[src/rtl/press_decode.sv]
`default_nettype none
// ============================================================================
// Module      : press_decode
// Description : Classifies each debounced press into a short, long or double
//               gesture. It advances only on tick-enable cycles, emits
//               one-clock event pulses, and reports held/busy levels.
// Revision    : 1.0 - initial release
// ============================================================================
module press_decode #(
  parameter int CW     = 8,
  parameter int LONG_T = 50,
  parameter int GAP_T  = 20
) (
  input  logic clk,
  input  logic rst_n,
  input  logic en,
  input  logic i,
  output logic short_p,
  output logic long_p,
  output logic dbl_p,
  output logic held,
  output logic busy
);

  typedef enum logic [2:0] {
    IDLE   = 3'd0,
    PRESS  = 3'd1,
    GAP    = 3'd2,
    PRESS2 = 3'd3,
    LONG   = 3'd4
  } state_t;

  // Terminal counts; cnt starts at 0 on state entry, so the last tick is T-1
  localparam logic [CW-1:0] LONG_LAST = CW'(LONG_T - 1);
  localparam logic [CW-1:0] GAP_LAST  = CW'(GAP_T - 1);

  state_t        state;
  state_t        state_nx;
  logic [CW-1:0] cnt;
  logic [CW-1:0] cnt_nx;
  logic          short_nx;
  logic          long_nx;
  logic          dbl_nx;

  // Next-state, counter and pulse decode; nothing moves on non-tick cycles
  always_comb begin
    state_nx = state;
    cnt_nx   = cnt;
    short_nx = 1'b0;
    long_nx  = 1'b0;
    dbl_nx   = 1'b0;
    if (en) begin
      case (state)
        IDLE: begin
          if (i) state_nx = PRESS;
        end
        PRESS: begin
          if (!i) begin
            state_nx = GAP;
          end else if (cnt == LONG_LAST) begin
            state_nx = LONG;
            long_nx  = 1'b1;
          end else begin
            cnt_nx = cnt + CW'(1);
          end
        end
        GAP: begin
          if (i) begin
            state_nx = PRESS2;
          end else if (cnt == GAP_LAST) begin
            state_nx = IDLE;
            short_nx = 1'b1;
          end else begin
            cnt_nx = cnt + CW'(1);
          end
        end
        PRESS2: begin
          if (!i) begin
            state_nx = IDLE;
            dbl_nx   = 1'b1;
          end else if (cnt == LONG_LAST) begin
            // First press was short, second one has now become long
            state_nx = LONG;
            short_nx = 1'b1;
            long_nx  = 1'b1;
          end else begin
            cnt_nx = cnt + CW'(1);
          end
        end
        LONG: begin
          if (!i) state_nx = IDLE;
        end
        default: begin
          state_nx = IDLE;
        end
      endcase
      // Every state change restarts the tick count
      if (state_nx != state) cnt_nx = '0;
    end
  end

  // State, counter and registered outputs; pulses self-clear off-tick
  always_ff @(posedge clk or negedge rst_n) begin
    if (!rst_n) begin
      state   <= IDLE;
      cnt     <= '0;
      short_p <= 1'b0;
      long_p  <= 1'b0;
      dbl_p   <= 1'b0;
      held    <= 1'b0;
      busy    <= 1'b0;
    end else begin
      state   <= state_nx;
      cnt     <= cnt_nx;
      short_p <= short_nx;
      long_p  <= long_nx;
      dbl_p   <= dbl_nx;
      held    <= (state_nx == LONG);
      busy    <= (state_nx != IDLE);
    end
  end

endmodule
`default_nettype wire

[config.mk]
export PLATFORM = sky130hd
export DESIGN_NAME = press_decode
export DESIGN_NICKNAME = d
export VERILOG_FILES = /design/src/rtl/press_decode.sv
export SDC_FILE = /design/constraint.sdc
export NUM_CORES = 1
export LEC_CHECK = 0
export CAP_MARGIN = 15
export CORE_ASPECT_RATIO = 1.2
export CORE_MARGIN = 2
export CORE_UTILIZATION = 40
export DETAILED_ROUTE_END_ITERATION = 7
export DONT_BUFFER_PORTS = 1
export PLACE_DENSITY = 0.65
export REMOVE_ABC_BUFFERS = 1
export SLEW_MARGIN = 20
export SYNTH_ARGS = -nofsm -noshare
export SYNTH_HDL_FRONTEND = slang
export SYNTH_SLANG_ARGS = --single-unit
[constraint.sdc]
create_clock -name clk -period 5.2 [get_ports clk]
set_input_delay 0.52 -clock clk [delete_from_list [all_inputs] [get_ports clk]]
set_output_delay 0.52 -clock clk [all_outputs]
set_load 0.02 [all_outputs]
-- After elaboration in Yosys (flattened, before gate mapping)
Index checks and enable logic that the tools add are counted.
- $add $sub $neg: 1
- multiply operators: 0
- shifts and indexed selects: 0
- bitwise operators: 0
- reduce and logical (&&, ||, !) cells: 5
- div/mod/pow operators: 0
- order comparisons: 0
- equal/unequal tests: 12
- mux-type cells: 27
- operator list (operator ; count):
    2-to-1 mux 8 bit ; 5
    2-to-1 mux 3 bit ; 9
    case mux 8 bit (2 select lines) ; 1
    case mux 3 bit (5 select lines) ; 1
    2-to-1 mux 1 bit ; 10
    adder 8 x 1 -> 8 bit, second input constant ; 1
    == test 8 x 5 -> 1 bit, second input constant ; 1
    == test 8 x 6 -> 1 bit, second input constant ; 1
    == test 3 x 2 -> 1 bit, second input constant ; 2
    == test 3 bit, second input constant ; 2
    != test 3 bit, second input constant ; 2
    AND reduction 6 bit ; 1
    nonzero test 3 bit ; 2
    == test 3 x 1 -> 1 bit, second input constant ; 1
    zero test 3 bit ; 1
    != test 3 x 1 -> 1 bit, second input constant ; 1
    != test 3 x 2 -> 1 bit, second input constant ; 1
    != test 3 bit ; 1
    case mux 1 bit (2 select lines) ; 1
    OR reduction 2 bit ; 1
- logic and storage cells: 52
- input bits: 4
- bits in latches: 0
- RAM bits: 0
- memory bits (read-only): 0
- memories kept: 0
- bits in registers: 16
- output and inout bits: 5

-- Longest topological paths before layout
Gate-level depths: netlist of run 1.
- word-level depth: 8
- gate-level depth with buffers: 7

-- Worst setup path after synthesis of run 1
Ideal clock, no wire load.
- kind: register to register
- start point: register cnt[6]
- end point: register busy
- arrival: 1.647 ns
- required time: 5.069 ns
- setup slack: 3.422 ns
- cell stages (with the launch flop): 6
- buffers on the path: 0
- library setup time: 0.131 ns
- cell sequence: dfrtp_1 nor4_4 a21oi_2 o21a_1 a211o_1 or3_1
- cells in the longest elaborated chain, start to end: 7
- RTL lines (what ; RTL line ; RTL):
    start, declared ; 39 ; logic [CW-1:0] cnt;
    start signal, assigned ; 114 ; cnt <= cnt_nx;
    == test 8 x 6 -> 1 bit or == test 8 x 5 -> 1 bit (tied branches) ; 60, 81, 70 ;
    2-to-1 mux 3 bit, on equally long branches ; 60, 81, 70 ;
    2-to-1 mux 3 bit, on equally long branches ; 78, 58, 68 ;
    case mux 3 bit (5 select lines) (*) ; 53 ; case (state)
    2-to-1 mux 3 bit (*) (2 in a row) ; 52 ; if (en) begin
    via state_nx[1] ; 38 ; state_t state_nx;
    nonzero test 3 bit (*) ; 119 ; busy <= (state_nx != IDLE);
    end signal, assigned ; 119 ;
    end, declared ; 22 ; output logic busy
Mark *: on every way through the listed nets, which the timed path passes. The rest lies on a longest branch. The select of a mux whose other input is x is not followed.
A chain may end at the register's enable or synchronous reset.

-- Final worst setup path of run 1
- start point: register cnt[1]
- end point: register cnt[0]
- cells in the longest elaborated chain, start to end: 8
- RTL lines (what ; RTL line ; RTL):
    == test 8 x 6 -> 1 bit or == test 8 x 5 -> 1 bit (tied branches) ; 60, 81, 70 ;
    2-to-1 mux 3 bit, on equally long branches ; 60, 81, 70 ;
    2-to-1 mux 3 bit, on equally long branches ; 78, 58, 68 ;
    case mux 3 bit (5 select lines) ; 53 ;
    2-to-1 mux 3 bit ; 52 ;
    != test 3 bit ; 98 ; if (state_nx != state) cnt_nx = '0;
    != test 3 bit (no source line) (tied with other cells) ; - ;
    AND reduction 6 bit (no source line) ; - ;
Several ways; a longest one is shown, not always the timed one. The select of a mux whose other input is x is not followed.

==> metrics.txt, run 1 <==
status=finished clean; grt ovf=0; top cells by area, synth=dfrtp_1 40%, buf_6 4.5%, xnor2_1 4.4%; CP Capture Type=flip-flop; First-pass DRT Iterations=4; min cycle time layout=1960 ps; YS warnings=0; Fin. Hold Viols=0; Power Density=315 nW/um^2; Critical Path End=cnt[0]$_DFFE_PN0P_; clock network latency to the later pin of the worst-skew pair=280 ps; die area=2900 sq um; die width=49.5 um; CP max FO=8; Core Util, Final=0.432; largest net degree at the start of global routing=17; Post-synth ARST share=1.00; Hold Crit Class=in -> reg; WS Path Type=reg -> reg; Worst Clk Skew=2.03 ps; Final Cycle Share=0.376; first-pass GRT wire length=3230 um; Arr. time, crit path=2140 ps; Synth Instances=105; # rows=19; effective utilization at floorplan=0.426; Sinks on Clock Net=16; share of the synthesized area in the top cell type=0.403; TritonCTS buffer count=3; hpwl dp=1290 um; Pleak=0.403 nW; Post-Route WL=1850 um; Final WS setup=3240 ps; register bit total from synthesis=16; pre-CTS WS=3280 ps; clock slew at reported path FFs=100 ps; Overall Power=0.317 mW; Req. time, crit path=5390 ps; VDD IR max=0.229 mV; share of cells above drive strength 1=0.0980; total core area=2330 sq um; Post-synth EDFFs=0; crit path from=cnt[1]$_DFFE_PN0P_; overall routing resource usage=0.147; Die Height=58.6 um; Worst Tran Pin Value=706 ps; reg2reg start=cnt[1]$_DFFE_PN0P_; Fmax=0.511 GHz; drt drc=0; Via Count=755; Post-CTS Setup Bufs=0; H-tree depth=1; # setup viols final=0; area grow syn2layout=1.39%; synth unique cells=41; Startpoint Class=flip-flop; CP max stage delay=540 ps; # diodes=0; top cells by count, synth=16 x dfrtp_1, 11 x nand2_1, 8 x nand3_1; synthesized cell area=993 sq um; Mean Syn Cell Area=9.46 sq um; vias in the first global route=720; RSZ-0062 raised after global routing=false; I/O Buffers=0; Final ANT Viol Nets=0; Most used DFF post-synth=dfrtp_1; CTS Buffer Depth=2; most frequent cell after synthesis=dfrtp_1; post-synthesis sequential area ratio=0.403; routed vias/inst=5.68; CTS tree=yes; Final Slew Violations=0; DRC marker count from the first detailed-route iteration=10; initial antenna violation count=0; Slew headroom=0.528; DR WL/cell=13.9 um; Root Driver=clkbuf_4; GP Congestion=0.837; CP cell instances=inv_1, ha_1, nand2_1, a22o_1, a211oi_2, nor3_1, a21o_1; I/O Pins=9; setup TNS=0 ps; Max Cap Viol=0; Worst R2R Path Depth=7; post-synth top area cell=dfrtp_1; reg-to-reg setup timing slack=3240 ps; Total Nets Final=109; r2r endpoint=cnt[0]$_DFFE_PN0P_; slowest library cell on the worst path=a211oi_2
-- cell families after synthesis --
family / share of synthesized area
compound gates: 0.196
xor+xnor: 0.0617
fa+ha+maj: 0.0252
buf+inv: 0.0831
flops: 0.403
mux: 0.0101
simple gates: 0.220
-- worst min path at each step --
stage / start / slack [ps] / depth (start not counted) / end
after global placement: rst_n / 220 / 0 / short_p$_DFF_PN0_
after detailed placement: rst_n / 220 / 0 / short_p$_DFF_PN0_
after CTS: i / 270 / 1 / dbl_p$_DFF_PN0_
final: i / 280 / 1 / dbl_p$_DFF_PN0_
after global routing: i / 270 / 1 / dbl_p$_DFF_PN0_
after floorplan: rst_n / 220 / 0 / busy$_DFF_PN0_
-- through the flow --
step	hold WS (ps)	cells	cell area (sq um)
finish	283	133	1010
global route	266	133	1010
CTS	272	133	1010
detailed placement	225	128	961
global placement	225	128	961
floorplan	224	97	922
-- report_power, final --
| group | internal [mW] | switching, mW |
|---|---|---|
| registers | 0.138 | 0.0254 |
| logic | 0.0328 | 0.0380 |
| clock network | 0.0426 | 0.0408 |
| total | 0.213 | 0.104 |
-- final cells by class --
cell class              instances  area [sq um]
repair buffers                  1          10.0
well taps                      31          38.8
flip-flops and latches         16           400
inverters                       3          11.3
multi-input cells              78           510
clock buffers                   4          36.3
fillers                       244          1320
-- what timing repair did --
action / 4_1_cts / 5_1_grt
endpoints found under the hold margin: 16 / 0
resized for setup: 0 / 0
hold buffers: 1 / 0
-- routing by layer --
metal | global-route usage | vias up | part of all wire
met4 | 0.0754 | 0 | 0.0070
met3 | 0.0381 | 2 | 0.037
met5 | 0 | - | 0
met2 | 0.239 | 16 | 0.52
met1 | 0.179 | 367 | 0.43
li1 | - | 370 | -
-- flip-flops by register name (all words and copies together) (netlist names) --
| signal | cells |
|---|---|
| long_p | 1 |
| short_p | 1 |
| cnt | 8 |
| dbl_p | 1 |
| held | 1 |
| state | 3 |
| busy | 1 |
-- layout by cell type (no fill, tap or decap), drive strengths merged --
master and count:
a22o 1, ha 2, a21boi 1, xor2 2, a31oi 2, o31a 1
nand3 8, xnor2 5, nor3b 2, o22ai 1, inv 3, nor3 4
a21o 2, dlygate4sd3 1, clkbuf 4, a211o 2, mux2i 1, o21a 1
or3 2, a211oi 3, o31ai 2, a21oi 6, and2 2, nor2 6
nor4 2, nand4b 1, o21ai 4, a311oi 1, nand2 12, nor2b 1
dfrtp 16, nand2b 1
-- worst max-delay path: cells and delay by family (launching register included) --
kind            cells  cell delay, ps
buf+inv             1              70
compound gates      3             960
simple gates        2             250
fa+ha+maj           1             150
flops               1             430
Note: power is estimated with default switching activity, not from simulation.
==> inputs of run 2 (changes only) <==
Clock period 5.2 ns to 1.8 ns, I/O delays scaled along.
==> metrics.txt, run 2 (synthesis gave the netlist of run 1 again) <==
status=finished clean (unchanged); # setup viols final=0 (unchanged); share of cells above drive strength 1=0.250 (was 0.0980); overall routing resource usage=0.166 (was 0.147); Power Density=882 nW/um^2 (was 315 nW/um^2); Final WS setup=65.2 ps (was 3240 ps); vias in the first global route=820 (was 720); hpwl dp=1450 um (was 1290 um); CTS Buffer Depth=2 (unchanged); clock slew at reported path FFs=100 ps (about the same); Post-DP Area=1050 sq um (was 961 sq um); Final Slew Violations=0 (unchanged); CTS tree=yes (unchanged); hold slack=18.2 ps (was 283 ps); most frequent cells in the layout=16 x dfrtp_1, 16 x buf_4, 9 x nand2_1 (was 16 x dfrtp_1, 11 x nand2_1, 8 x nand3_1); min cycle time layout=1730 ps (was 1960 ps); DR WL/cell=13.7 um (was 13.9 um); I/O Pins=9 (unchanged); clock network latency to the later pin of the worst-skew pair=290 ps (was 280 ps); Pleak=0.491 nW (was 0.403 nW); area of the multi-input gates=523 sq um (was 510 sq um); Fmax=0.576 GHz (was 0.511 GHz); largest register by flop count=cnt (unchanged); GP Congestion=0.824 (was 0.837); Arr. time, crit path=1900 ps (was 2140 ps); initial antenna violation count=0 (unchanged); drt drc=0 (unchanged); Final Cycle Share=0.964 (was 0.376); Final ANT Viol Nets=0 (unchanged); pre-CTS WS=-42.8 ps (was 3280 ps); max reg flops=8 (unchanged); Die Height=58.6 um (unchanged); Sinks on Clock Net=16 (unchanged); Max Cap Viol=0 (unchanged); Worst Tran Pin Value=731 ps (was 706 ps); RSZ-0062 raised after global routing=true (was false); Root Driver=clkbuf_4 (unchanged); I/O Buffers=0 (unchanged); effective utilization at floorplan=0.426 (unchanged); Startpoint Class=flip-flop (unchanged); # fillers=239 (was 244); routed vias/inst=5.47 (was 5.68); area grow syn2layout=16.8% (was 1.39%); H-tree depth=1 (unchanged); # rows=19 (unchanged); Fin. Hold Viols=0 (unchanged); die area=2900 sq um (unchanged); Seq. cell area=400 sq um (unchanged); total core area=2330 sq um (unchanged); CP max FO=4 (was 8); largest net degree at the start of global routing=17 (unchanged); Via Count=826 (was 755); Post-Route WL=2070 um (was 1850 um); TritonCTS buffer count=3 (unchanged); die width=49.5 um (unchanged); First-pass DRT Iterations=4 (unchanged); grt ovf=0 (unchanged); # diodes=0 (unchanged); Total Nets Final=127 (was 109); design area=1160 sq um (was 1010 sq um); VDD IR max=0.531 mV (was 0.229 mV); Req. time, crit path=1960 ps (was 5390 ps); CP Capture Type=flip-flop (unchanged); first-pass GRT wire length=3710 um (was 3230 um); Slew headroom=0.511 (was 0.528); WS Path Type=reg -> reg (unchanged); DRC marker count from the first detailed-route iteration=15 (was 10); Hold Crit Class=in -> reg (unchanged); Regs by FF count=cnt (8), state (3) (unchanged); Worst Clk Skew=14.0 ps (was 2.03 ps)
-- run 2: changes by cell type in the layout (fill, tap and decap cells not counted), moves of 2 or more --
cell | before | now
dlygate4sd3_1 | 1 | 3
buf_4 | 0 | 16
nand2_2 | 1 | 3
nand2_1 | 11 | 9
-- run 2: per-stage QoR --
step / power (mW) / util / cells / TNS, ps
CTS: 1.03 / 0.489 / 150 / 0
global placement: 0.735 / 0.451 / 140 / 0
detailed placement: 0.748 / 0.451 / 140 / -42.8
floorplan: 0.629 / - / 97 / 0
global route: 1.09 / 0.498 / 151 / -19.3
finish: 1.02 / 0.498 / 151 / 0
-- run 2: critical path, cell delays in order, from the launching register on --
cell and delay [ps]:
dfrtp_1 410, nor4_4 380, a211o_2 190, nand2_2 40, a211o_1 260, or3_1 340
-- run 2: worst paths after layout --
check	cells past startpoint	slack, ps	endpoint	from
max	5	70	busy$_DFF_PN0_	cnt[6]$_DFFE_PN0P_
min	2	20	dbl_p$_DFF_PN0_	en
max reg2reg	5	70	busy$_DFF_PN0_	cnt[6]$_DFFE_PN0P_
min reg2reg	2	600	long_p$_DFF_PN0_	cnt[5]$_DFFE_PN0P_
max in group asynchronous	1	940	cnt[2]$_DFFE_PN0P_	rst_n
min in group asynchronous	1	380	dbl_p$_DFF_PN0_	rst_n
-- run 2: metal layers --
metal / GRT usage / wire [um] / vias up
met5: 0 / 0 / -
li1: - / - / 403
met1: 0.201 / 905 / 403
met2: 0.299 / 1090 / 18
met4: 0.0595 / 13 / 0
met3: 0.0254 / 59 / 2
-- run 2: final cells by class --
class,instances,share of cell area
clock buffers,4,0.0313
multi-input cells,78,0.451
inverters,3,0.00971
well taps,31,0.0334
repair buffers,19,0.129
flip-flops and latches,16,0.345
-- run 2: repair_timing --
| action | 4_1_cts | 5_1_grt |
|---|---|---|
| hold buffers | 3 | 0 |
| resized for setup | 1 | 4 |
| setup buffers | 3 | 1 |
| pin swaps | 3 | 9 |
| hold endpoints to repair | 23 | 0 |
| endpoints found under the setup margin | 1 | 4 |
-- run 2: report_power, final --
group          switching (mW)  total (mW)  internal (mW)
clock                   0.114       0.237          0.123
combinational           0.164       0.339          0.176
sequential             0.0481       0.447          0.399
